### src/rtl/main_mem_arbiter.sv
// Two-requester arbiter in front of a single main-memory port.
// One transaction in flight at a time. When both requesters are active,
// the one that was not served last wins. A WAIT-state watchdog aborts a
// transaction that gets no memory response and reports it through o_m_err.
module main_mem_arbiter #(
    parameter int TIMEOUT = 64
) (
    input  logic         i_clk,
    input  logic         i_rst,
    input  logic [31:0]  i_m0_addr,
    input  logic [31:0]  i_m0_wdata,
    input  logic         i_m0_read_req,
    input  logic         i_m0_write_req,
    input  logic [31:0]  i_m1_addr,
    input  logic [31:0]  i_m1_wdata,
    input  logic         i_m1_read_req,
    input  logic         i_m1_write_req,
    output logic         o_m0_ready,
    output logic         o_m1_ready,
    output logic [511:0] o_m_rdata,
    output logic         o_m_err,
    output logic [31:0]  o_mem_addr,
    output logic [31:0]  o_mem_wdata,
    output logic         o_mem_read_req,
    output logic         o_mem_write_req,
    input  logic [511:0] i_mem_rdata,
    input  logic         i_mem_ready
);

    // Counter only needs to reach TIMEOUT-1; the abort happens on that edge.
    localparam int CNT_W = (TIMEOUT < 2) ? 1 : $clog2(TIMEOUT);
    localparam logic [CNT_W-1:0] CNT_LAST = CNT_W'(TIMEOUT - 1);

    typedef enum logic [1:0] {
        ST_IDLE = 2'd0,
        ST_WAIT = 2'd1,
        ST_RESP = 2'd2
    } state_t;

    state_t           r_state;
    logic             r_owner;       // 0: m0, 1: m1
    logic             r_write;       // latched operation of the granted request
    logic             r_last_grant;  // owner of the most recently completed transaction
    logic [CNT_W-1:0] r_cnt;

    logic        w_m0_act;
    logic        w_m1_act;
    logic        w_any_act;
    logic        w_grant_m1;
    logic [31:0] w_sel_addr;
    logic [31:0] w_sel_wdata;
    logic        w_sel_write;

    assign w_m0_act  = i_m0_read_req | i_m0_write_req;
    assign w_m1_act  = i_m1_read_req | i_m1_write_req;
    assign w_any_act = w_m0_act | w_m1_act;

    // Grant decision: on a tie the requester not served last wins; write beats read.
    always_comb begin
        w_grant_m1  = 1'b0;
        w_sel_addr  = i_m0_addr;
        w_sel_wdata = i_m0_wdata;
        w_sel_write = i_m0_write_req;
        if (w_m0_act && w_m1_act) begin
            w_grant_m1 = ~r_last_grant;
        end else if (w_m1_act) begin
            w_grant_m1 = 1'b1;
        end else begin
            w_grant_m1 = 1'b0;
        end
        if (w_grant_m1) begin
            w_sel_addr  = i_m1_addr;
            w_sel_wdata = i_m1_wdata;
            w_sel_write = i_m1_write_req;
        end else begin
            w_sel_addr  = i_m0_addr;
            w_sel_wdata = i_m0_wdata;
            w_sel_write = i_m0_write_req;
        end
    end

    // Transaction FSM with all outputs registered.
    always_ff @(posedge i_clk or posedge i_rst) begin
        if (i_rst) begin
            r_state         <= ST_IDLE;
            r_owner         <= 1'b0;
            r_write         <= 1'b0;
            r_last_grant    <= 1'b1;
            r_cnt           <= '0;
            o_m0_ready      <= 1'b0;
            o_m1_ready      <= 1'b0;
            o_m_err         <= 1'b0;
            o_m_rdata       <= '0;
            o_mem_addr      <= 32'h0000_0000;
            o_mem_wdata     <= 32'h0000_0000;
            o_mem_read_req  <= 1'b0;
            o_mem_write_req <= 1'b0;
        end else begin
            case (r_state)
                ST_IDLE: begin
                    o_m0_ready <= 1'b0;
                    o_m1_ready <= 1'b0;
                    o_m_err    <= 1'b0;
                    if (w_any_act) begin
                        r_owner         <= w_grant_m1;
                        r_write         <= w_sel_write;
                        r_cnt           <= '0;
                        o_mem_addr      <= w_sel_addr;
                        o_mem_wdata     <= w_sel_wdata;
                        o_mem_read_req  <= ~w_sel_write;
                        o_mem_write_req <= w_sel_write;
                        r_state         <= ST_WAIT;
                    end else begin
                        o_mem_read_req  <= 1'b0;
                        o_mem_write_req <= 1'b0;
                    end
                end
                ST_WAIT: begin
                    o_mem_read_req  <= 1'b0;
                    o_mem_write_req <= 1'b0;
                    // A memory response on the final count still counts as success.
                    if (i_mem_ready) begin
                        if (!r_write) begin
                            o_m_rdata <= i_mem_rdata;
                        end else begin
                            o_m_rdata <= o_m_rdata;
                        end
                        o_m0_ready <= ~r_owner;
                        o_m1_ready <= r_owner;
                        o_m_err    <= 1'b0;
                        r_state    <= ST_RESP;
                    end else if (r_cnt == CNT_LAST) begin
                        o_m0_ready <= ~r_owner;
                        o_m1_ready <= r_owner;
                        o_m_err    <= 1'b1;
                        r_state    <= ST_RESP;
                    end else begin
                        r_cnt <= r_cnt + {{(CNT_W-1){1'b0}}, 1'b1};
                    end
                end
                ST_RESP: begin
                    o_m0_ready      <= 1'b0;
                    o_m1_ready      <= 1'b0;
                    o_m_err         <= 1'b0;
                    o_mem_read_req  <= 1'b0;
                    o_mem_write_req <= 1'b0;
                    r_last_grant    <= r_owner;
                    r_cnt           <= '0;
                    r_state         <= ST_IDLE;
                end
                default: begin
                    o_m0_ready      <= 1'b0;
                    o_m1_ready      <= 1'b0;
                    o_m_err         <= 1'b0;
                    o_mem_read_req  <= 1'b0;
                    o_mem_write_req <= 1'b0;
                    r_cnt           <= '0;
                    r_state         <= ST_IDLE;
                end
            endcase
        end
    end

endmodule

### config.mk
export PLATFORM = sky130hd
export DESIGN_NAME = main_mem_arbiter
export DESIGN_NICKNAME = d
export VERILOG_FILES = /design/src/rtl/main_mem_arbiter.sv
export SDC_FILE = /design/constraint.sdc
export NUM_CORES = 1
export LEC_CHECK = 0
export ABC_AREA = 1
export CAP_MARGIN = 20
export CORE_AREA = 5 5 473 475
export DETAILED_ROUTE_END_ITERATION = 12
export DIE_AREA = 0 0 478 480
export HOLD_SLACK_MARGIN = 0.05
export SLEW_MARGIN = 5
export SYNTH_ARGS = -nofsm -noshare
export SYNTH_HDL_FRONTEND = slang
export SYNTH_SLANG_ARGS = --single-unit
### constraint.sdc
create_clock -name i_clk -period 22.1 [get_ports i_clk]
set_clock_uncertainty 0.05 [all_clocks]
set_input_delay 6.63 -clock i_clk [delete_from_list [all_inputs] [get_ports i_clk]]
set_output_delay 6.63 -clock i_clk [all_outputs]
set_load 0.005 [all_outputs]
After elaboration in Yosys (flattened, before gate mapping)
Cells that the tools add are included.
{"block": "word_totals", "inputBits": 647, "word_cells": 60, "register_bits": 592, "output_inout_bits": 581}
{"block": "classes", "n_reduce_logical": 6, "n_addsub": 1, "muxes": 26, "n_eq_ne": 7, "bitwise_logic": 7}
{"cell": "2-to-1 mux 32 bit", "count": 2}
{"cell": "2-to-1 mux 6 bit", "count": 3}
{"cell": "2-to-1 mux 1 bit", "count": 16}
{"cell": "one-hot mux 6 bit (2 select lines)", "count": 1}
{"cell": "adder 6 x 1 -> 6 bit, second input constant", "count": 1}
{"cell": "equality test 6 bit, second input constant", "count": 1}
{"cell": "2-to-1 mux 2 bit", "count": 3}
{"cell": "inequality test 2 bit, second input constant", "count": 3}
{"cell": "AND reduction 3 bit", "count": 2}
{"cell": "inverter 1 bit", "count": 4}
{"cell": "one-hot mux 2 bit (2 select lines)", "count": 1}
{"cell": "AND reduction 2 bit", "count": 2}
{"cell": "inequality test 3 bit, second input constant", "count": 1}
{"cell": "OR 1 bit", "count": 3}
{"cell": "equality test 2 x 1 -> 1 bit, second input constant", "count": 1}
{"cell": "equality test 2 bit, second input constant", "count": 1}
{"cell": "logical NOT 2 bit", "count": 1}
{"cell": "logical AND 1 bit", "count": 1}

Longest topological paths before layout
Gate-level depths: netlist of the first run.
{"block": "logic_depth", "ltp_word": 7, "mapped_depth": 10}

Worst setup path before layout of the first run
Ideal clock, no wire load.
{"block": "synth_timing", "kind": "input-to-reg", "start": "input i_m1_write_req", "end": "register o_mem_addr[0]", "arrival_time_ps": 7637, "stages": 8, "setup_time_ps": 126, "path_slack_ps": 14287, "path_cell_list": "nor2_1 -> inv_1 -> nand2_1 -> clkbuf_1 -> clkbuf_1 -> nand2_1 -> nand2_1 -> o21ai_0"}
{"block": "synth_via", "elab_chain_cells": 4}
{"element": "start, declared", "line": "17", "text": "input logic i_m1_write_req,"}
{"element": "OR 1 bit *", "line": "55", "text": "assign w_m1_act = i_m1_read_req | i_m1_write_req;"}
{"element": "2-to-1 mux 1 bit or logical AND 1 bit (tied branches)", "line": "66, 64"}
{"element": "2-to-1 mux 1 bit", "line": "64", "text": "if (w_m0_act && w_m1_act) begin"}
{"element": "2-to-1 mux 32 bit", "line": "71", "text": "if (w_grant_m1) begin"}
{"element": "end signal, assigned", "line": "108", "text": "o_mem_addr <= w_sel_addr;"}
{"element": "end, declared", "line": "22", "text": "output logic [31:0] o_mem_addr,"}
Mark *: on every way between the ends. The rest lies on a longest branch, timed or not.
A chain may end at the register's enable or synchronous reset.

Worst setup path after layout of the first run
{"block": "layout_timing", "start": "input i_mem_ready", "end": "register o_m_rdata[468]"}
{"block": "layout_via", "elab_chain_cells": 1}
{"element": "start, declared", "line": "27", "text": "input logic i_mem_ready"}
{"element": "AND reduction 3 bit (no line)"}
{"element": "end signal, assigned", "line": "124", "text": "o_m_rdata <= i_mem_rdata;"}
{"element": "end signal, assigned", "line": "126", "text": "o_m_rdata <= o_m_rdata;"}
{"element": "end, declared", "line": "20", "text": "output logic [511:0] o_m_rdata,"}
No other way between the ends.

==> results of run 1 <==
-- per-stage QoR --
step / setup WS (ps) / hold WS [ps] / utilization [%] / power, mW
5_1_grt: 11570 / 453 / 19.2 / 6.25
3_3_place_gp: 11310 / 414 / 17.9 / 4.49
4_1_cts: 12040 / 436 / 19.2 / 5.95
3_5_place_dp: 11250 / 423 / 17.9 / 4.52
2_1_floorplan: 7350 / 414 / - / 2.54
6_report: 11980 / 431 / 19.2 / 5.80
-- worst paths after layout --
kind	startpoint	end	slack [ps]	cells after the start
setup reg to reg	r_state[0]$_DFFE_PP0P_	o_m_rdata[468]$_DFFE_PP0P_	17890	9
hold / removal	o_m_rdata[147]$_DFFE_PP0P_	o_m_rdata[147]$_DFFE_PP0P_	430	2
setup / recovery	i_mem_ready	o_m_rdata[468]$_DFFE_PP0P_	11980	8
max in group asynchronous	i_rst	o_m_rdata[382]$_DFFE_PP0P_	12930	7
hold reg to reg	o_m_rdata[147]$_DFFE_PP0P_	o_m_rdata[147]$_DFFE_PP0P_	430	2
min in group asynchronous	i_rst	o_m_rdata[26]$_DFFE_PP0P_	6410	3
-- sequential cells by signal (all words and copies together), names as in the netlist --
signal           count
o_m_rdata          512
o_mem_addr          32
o_mem_wdata         32
r_cnt                6
r_state              2
o_m0_ready           1
o_m1_ready           1
o_m_err              1
o_mem_read_req       1
o_mem_write_req      1
r_last_grant         1
r_owner              1
r_write              1
-- layout by cell type, fill, tap and decap left out, types with 7 or more instances in the layout --
cell type,n
clkdlybuf4s50_1,1227
diode_2,14
inv_1,583
buf_4,17
nand2_1,732
clkbuf_8,16
clkinv_2,9
o21ai_1,400
inv_6,8
o21ai_0,184
nor2_1,73
clkbuf_1,9
bufinv_16,7
clkbuf_16,80
nand3_1,9
dfrtp_1,591
-- synth_stat cells --
| master | number | area (sq um) |
|---|---|---|
| nand2_1 | 734 | 2760 |
| dfrtp_1 | 591 | 14800 |
| inv_1 | 585 | 2200 |
| o21ai_1 | 400 | 2000 |
| o21ai_0 | 184 | 921 |
| nor2_1 | 73 | 274 |
| clkbuf_1 | 71 | 267 |
| buf_6 | 45 | 507 |
| buf_2 | 21 | 105 |
| nand3_1 | 9 | 45.0 |
| a21oi_1 | 4 | 20.0 |
| buf_1 | 4 | 15.0 |
| buf_4 | 2 | 15.0 |
| o21bai_1 | 2 | 15.0 |
| or2_2 | 2 | 12.5 |
| a31oi_1 | 1 | 6.26 |
| dfstp_2 | 1 | 26.3 |
| ha_1 | 1 | 12.5 |
| inv_2 | 1 | 3.75 |
| nand2_2 | 1 | 6.26 |
| nor2_4 | 1 | 11.3 |
| or2_1 | 1 | 6.26 |
-- kinds of logic (layout without fill, tap and decap cells) --
kind of cell	count (synthesis)	after routing
and+or+nand+nor	821	821
DFF	592	592
buffers and inverters	729	1973
adders and majority gates	1	1
other	0	14
AOI/OAI and AO/OA	591	591
-- worst max-delay path, stage by stage --
cell             delay [ps]
clkdlybuf4s50_1         480
nand2_2                 120
or2_4                   650
buf_4                   680
buf_4                   710
buf_4                   910
nand2_1                 130
o21ai_1                 130
-- final cells by class --
cell class	instances	area share (%)
antenna	14	0.0835
tap	2871	8.56
clock buffer	105	5.37
sequential	592	35.3
timing repair buffer	1248	29.8
inverter	586	5.25
clock inverter	34	1.14
multi-input combinational	1413	14.5
-- layer usage --
layer / vias to the layer above / global-route usage [%]
met3: 290 / 13.0
li1: 10636 / -
met1: 10622 / 15.0
met5: - / 0
met4: 26 / 3.74
met2: 1190 / 22.3
-- power groups by stage --
stage / Combinational (mW) / Clock (mW) / Sequential [mW]
finish: 2.57 / 1.37 / 1.87
global route: 2.85 / 1.46 / 1.93
CTS: 2.65 / 1.43 / 1.87
detailed placement: 2.64 / 0 / 1.88
global placement: 2.63 / 0 / 1.86
floorplan: 0.670 / 0 / 1.87
==> impl_metrics.csv, run 1 <==
group,metric,value,unit
outcome,status,"complete, no violations",
synthesis,syn_nets,3382,
drt,via_per_inst,3.32,
power,p_sw_share,39.2,%
clock_tree,cts_resized,0,
synthesis,synth_top_family_by_area,"simple AND/OR/NAND/NOR gates",
min_path,hold_class,"reg2reg",
clock_tree,ctsHoldBuffers,0,
place,io_buffers,1227,
place,gp_congestion,0.900,
synthesis,ys_ff_latch,592,
grt,grt_pass1_wl,224000,um
floorplanning,initial_core_util,11.0,%
grt,grt_pass1_vias,23437,
power,ir_drop,0.0664,mV
sta,tightest_slew,1040,ps
synthesis,avgSynthCellArea,8.78,sq um
grt,overflow,0,
grt,grt_max_degree,239,
place,hpwl,151000,um
final_layout,synthToLayoutAreaGrowth,74.8,%
place,dp.cells,6709,
grt,grt_use_total,14.7,%
clock_tree,cts_sinks,592,
floorplanning,die-area,229000,sq um
power,p_clk_share,23.6,%
sta,drv_slew,0,
floorplanning,die_height,480,um
drt,wl_met1,61500,um
worst_setup_path,cp-start-kind,"input port",
synthesis,synthAdderAreaFrac,0.0521,%
worst_setup_path,arrival,10670,ps
run,drv_cap,0,
final_layout,final_cells,6863,
sta,relSlewSlack,30.7,%
drt,totalWireLength,175000,um
floorplanning,fp-row-count,172,
synthesis,synth_compound_area_share,12.3,%
power,p_per_area,138,nW/um^2
synthesis,synth-seq-area-share,61.7,%
final_layout,final_layout_size_suffix_gt1_share,4.07,%
power,seqPwrFrac,32.2,%
worst_setup_path,setup.worst_path.end_class,"flip-flop",
synthesis,ys_warn_count,0,
floorplanning,design.core.area,219000,sq um
synthesis,synth_cell_types,22,
clock_tree,h-tree-depth,3,
clock_tree,post_cts_buffers,0,
sta,period_share,45.8,%
grt,grt_antenna_before_repair,109,
drt,wl_met3,33800,um
clock_tree,cts_inserted_buffers,80,
clock_tree,clkTransAtPathRegs,50,ps
drt,route.detailed.drc,0,
synthesis,synthSimpleGateAreaFrac,13.0,%
final_layout,nets,4569,
drt,wl_per_cell,25.5,um
sta,setup_viol,0,
drt,dr.pass1.iters,6,
clock_tree,cts_tree,"done",
clock_tree,root_buffer,"clkbuf_16",
sta,finalHoldViolCount,0,
synthesis,synth_area,24000,sq um
drt,num_vias,22764,
worst_setup_path,path_max_fanout,112,
sta,post-route-min-period,10120,ps
clock_tree,cts_buffer_depth,3,
final_layout,regArea,14800,sq um
power,leakage,19.5,nW
power,power_switching,2.27,mW
synthesis,synth-xor-area-share,0,%
sta,fin_tns_setup,0,ps
clock_tree,insertion_delay,690,ps
power,combPwrFrac,44.2,%
drt,antenna_left,0,
synthesis,synth_mux_area_share,0,%
drt,first_iter_violations,1266,
place,postPlaceCellArea,39200,sq um
floorplanning,die_w,478,um
final_layout,fin_area,42000,sq um
drt,routed-wl-met2,74100,um
power,p_int,3.53,mW
synthesis,netlist_instances,2734,
worst_setup_path,worstPathRequired,22650,ps
final_layout,final.fill_count,24274,
sta,fmax,98.9,MHz
drt,top_layer,"met5",
floorplanning,pin_count,1228,
sta,rsz0062_at_grt,"false",
worst_setup_path,path_class,"in2reg",
final_layout,multi_input_area,6100,sq um
(Power assumes the default switching activity.)
==> run 2: changes to the inputs <==
--- a/config.mk
+++ b/config.mk
@@ -7,9 +7,9 @@
 export LEC_CHECK = 0
 export ABC_AREA = 1
 export CAP_MARGIN = 20
-export CORE_AREA = 5 5 473 475
+export CORE_AREA = 5 5 476 478
 export DETAILED_ROUTE_END_ITERATION = 12
-export DIE_AREA = 0 0 478 480
+export DIE_AREA = 0 0 481 483
 export HOLD_SLACK_MARGIN = 0.05
 export SLEW_MARGIN = 5
 export SYNTH_ARGS = -nofsm -noshare
==> constraint.sdc (replaced) <==
create_clock -name i_clk -period 9.96 [get_ports i_clk]
set_clock_uncertainty 0.05 [all_clocks]
set_input_delay 2.988 -clock i_clk [delete_from_list [all_inputs] [get_ports i_clk]]
set_output_delay 2.988 -clock i_clk [all_outputs]
set_load 0.005 [all_outputs]
==> run 2 against run 1 <==
  * Sequential share of layout area shrank 0.16 points
  * Non-clock buffer count did not move
  * Via count is 0.52% higher
  * Clock power grew 120%
  * Design area grew 0.45%
==> impl_metrics.csv, run 2 (synthesis gave the netlist of run 1 again) <==
group,metric,value,unit
outcome,status,"complete, no violations",
floorplanning,pin_count,1228,
clock_tree,ctsHoldBuffers,0,
grt,grt_antenna_before_repair,147,
power,p_int,7.85,mW
clock_tree,clkTransAtPathRegs,50,ps
floorplanning,design.core.area,221000,sq um
worst_setup_path,worstPathRequired,10470,ps
final_layout,final_core_util,19.0,%
power,combPwrFrac,44.1,%
clock_tree,cts_tree,"done",
run,drv_cap,0,
grt,grt_max_degree,222,
drt,dr.pass1.iters,5,
clock_tree,root_buffer,"clkbuf_16",
clock_tree,cts_inserted_buffers,80,
final_layout,nets,4569,
floorplanning,die-area,232000,sq um
sta,finalHoldViolCount,0,
sta,hold_ws,435,ps
sta,fmax,194,MHz
place,io_buffers,1227,
drt,antenna_left,0,
worst_setup_path,cp-start-kind,"input port",
place,gp_congestion,0.870,
power,p_per_area,306,nW/um^2
worst_setup_path,path_max_fanout,219,
min_path,hold_class,"reg2reg",
clock_tree,insertion_delay,690,ps
grt,grt_use_total,14.7,%
final_layout,largest_reg_flops,512,
power,p_clk_share,23.8,%
drt,num_vias,22883,
drt,via_per_inst,3.28,
floorplanning,die_height,483,um
clock_tree,post_cts_buffers,0,
final_layout,layout_commonest_cell,"clkdlybuf4s50_1",
grt,overflow,0,
power,power_switching,5.04,mW
final_layout,reg.largest.list,"o_m_rdata x512, o_mem_addr x32, o_mem_wdata x32",
drt,wl_per_cell,25.3,um
worst_setup_path,path_class,"in2reg",
sta,setup_viol,0,
sta,drv_slew,0,
power,ir_drop,0.130,mV
floorplanning,initial_core_util,10.8,%
clock_tree,cts_sinks,592,
clock_tree,h-tree-depth,3,
sta,relSlewSlack,30.7,%
drt,route.detailed.drc,0,
sta,post-route-min-period,5170,ps
place,hpwl,151000,um
power,leakage,19.5,nW
floorplanning,die_w,481,um
sta,rsz0062_at_grt,"false",
power,power,12.9,mW
sta,period_share,51.9,%
worst_setup_path,setup.worst_path.end_class,"flip-flop",
clock_tree,cts_resized,0,
final_layout,final_layout_size_suffix_gt1_share,4.14,%
final_layout,regMostFlops,"o_m_rdata",
grt,grt_pass1_vias,23279,
drt,totalWireLength,176000,um
grt,grt_pass1_wl,226000,um
worst_setup_path,arrival,5680,ps
power,p_sw_share,39.1,%
clock_tree,cts_buffer_depth,3,
floorplanning,fp-row-count,173,
sta,tightest_slew,1040,ps
final_layout,final_cell_mix,"1227 x clkdlybuf4s50_1, 732 x nand2_1, 591 x dfrtp_1",
drt,first_iter_violations,1073,
power,seqPwrFrac,32.1,%
final_layout,synthToLayoutAreaGrowth,75.6,%
run 2: cell types whose count changed in the layout (fill, tap and decap cells not counted), moves of 4 or more:
| cell | previous run | this run |
|---|---|---|
| buf_12 | 3 | 9 |
| clkbuf_8 | 16 | 11 |
| buf_4 | 17 | 12 |
| clkinv_4 | 1 | 5 |
| clkinvlp_4 | 4 | 8 |
run 2: layout make-up:
type	count	area, sq um
Clock inverter	40	503
Timing Repair Buffer	1248	12600
Sequential cell	592	14800
Tap cell	2975	3720
Fill cell	24609	179000
Antenna cell	11	27.5
Clock buffer	104	2240
Inverter	586	2200
Multi-Input combinational cell	1413	6100
run 2: worst max-delay path: stages:
cell	delay [ps]
clkdlybuf4s50_1	450
nand2_2	110
or2_4	560
buf_12	530
buf_4	470
o21ai_0	160
run 2: through the flow:
step	instance area, sq um	TNS [ps]	setup slack [ps]	cells
floorplan	24000	-678770	-1150	2734
global placement	39400	0	4150	6814
detailed placement	39400	0	4120	6814
CTS	42100	0	4690	6958
global route	42200	0	4600	6968
finish	42200	0	4790	6969
run 2: final timing paths:
kind | start | endpoint | slack, ps | cells after the start
setup / recovery | i_mem_ready | o_m_rdata[151]$_DFFE_PP0P_ | 4790 | 6
hold / removal | o_m_rdata[139]$_DFFE_PP0P_ | o_m_rdata[139]$_DFFE_PP0P_ | 430 | 2
setup reg to reg | r_state[0]$_DFFE_PP0P_ | o_m_rdata[151]$_DFFE_PP0P_ | 6990 | 7
hold reg to reg | o_m_rdata[139]$_DFFE_PP0P_ | o_m_rdata[139]$_DFFE_PP0P_ | 430 | 2
max in group asynchronous | i_rst | o_m_rdata[35]$_DFFE_PP0P_ | 5250 | 4
min in group asynchronous | i_rst | o_m_rdata[103]$_DFFE_PP0P_ | 2750 | 2
run 2: power groups by stage:
stage	Sequential, mW	Clock (mW)	Combinational, mW
3_5_place_dp	4.16	0	5.86
6_report	4.14	3.07	5.68
2_1_floorplan	4.16	0	1.49
4_1_cts	4.15	3.22	5.88
3_3_place_gp	4.12	0	5.83
5_1_grt	4.27	3.29	6.31
run 2: metal layers:
| metal | routed length (um) | GRT usage (%) |
|---|---|---|
| met1 | 65500 | 15.8 |
| met2 | 74900 | 22.5 |
| met3 | 30400 | 11.1 |
| met4 | 5320 | 4.10 |
| met5 | 120 | 0 |
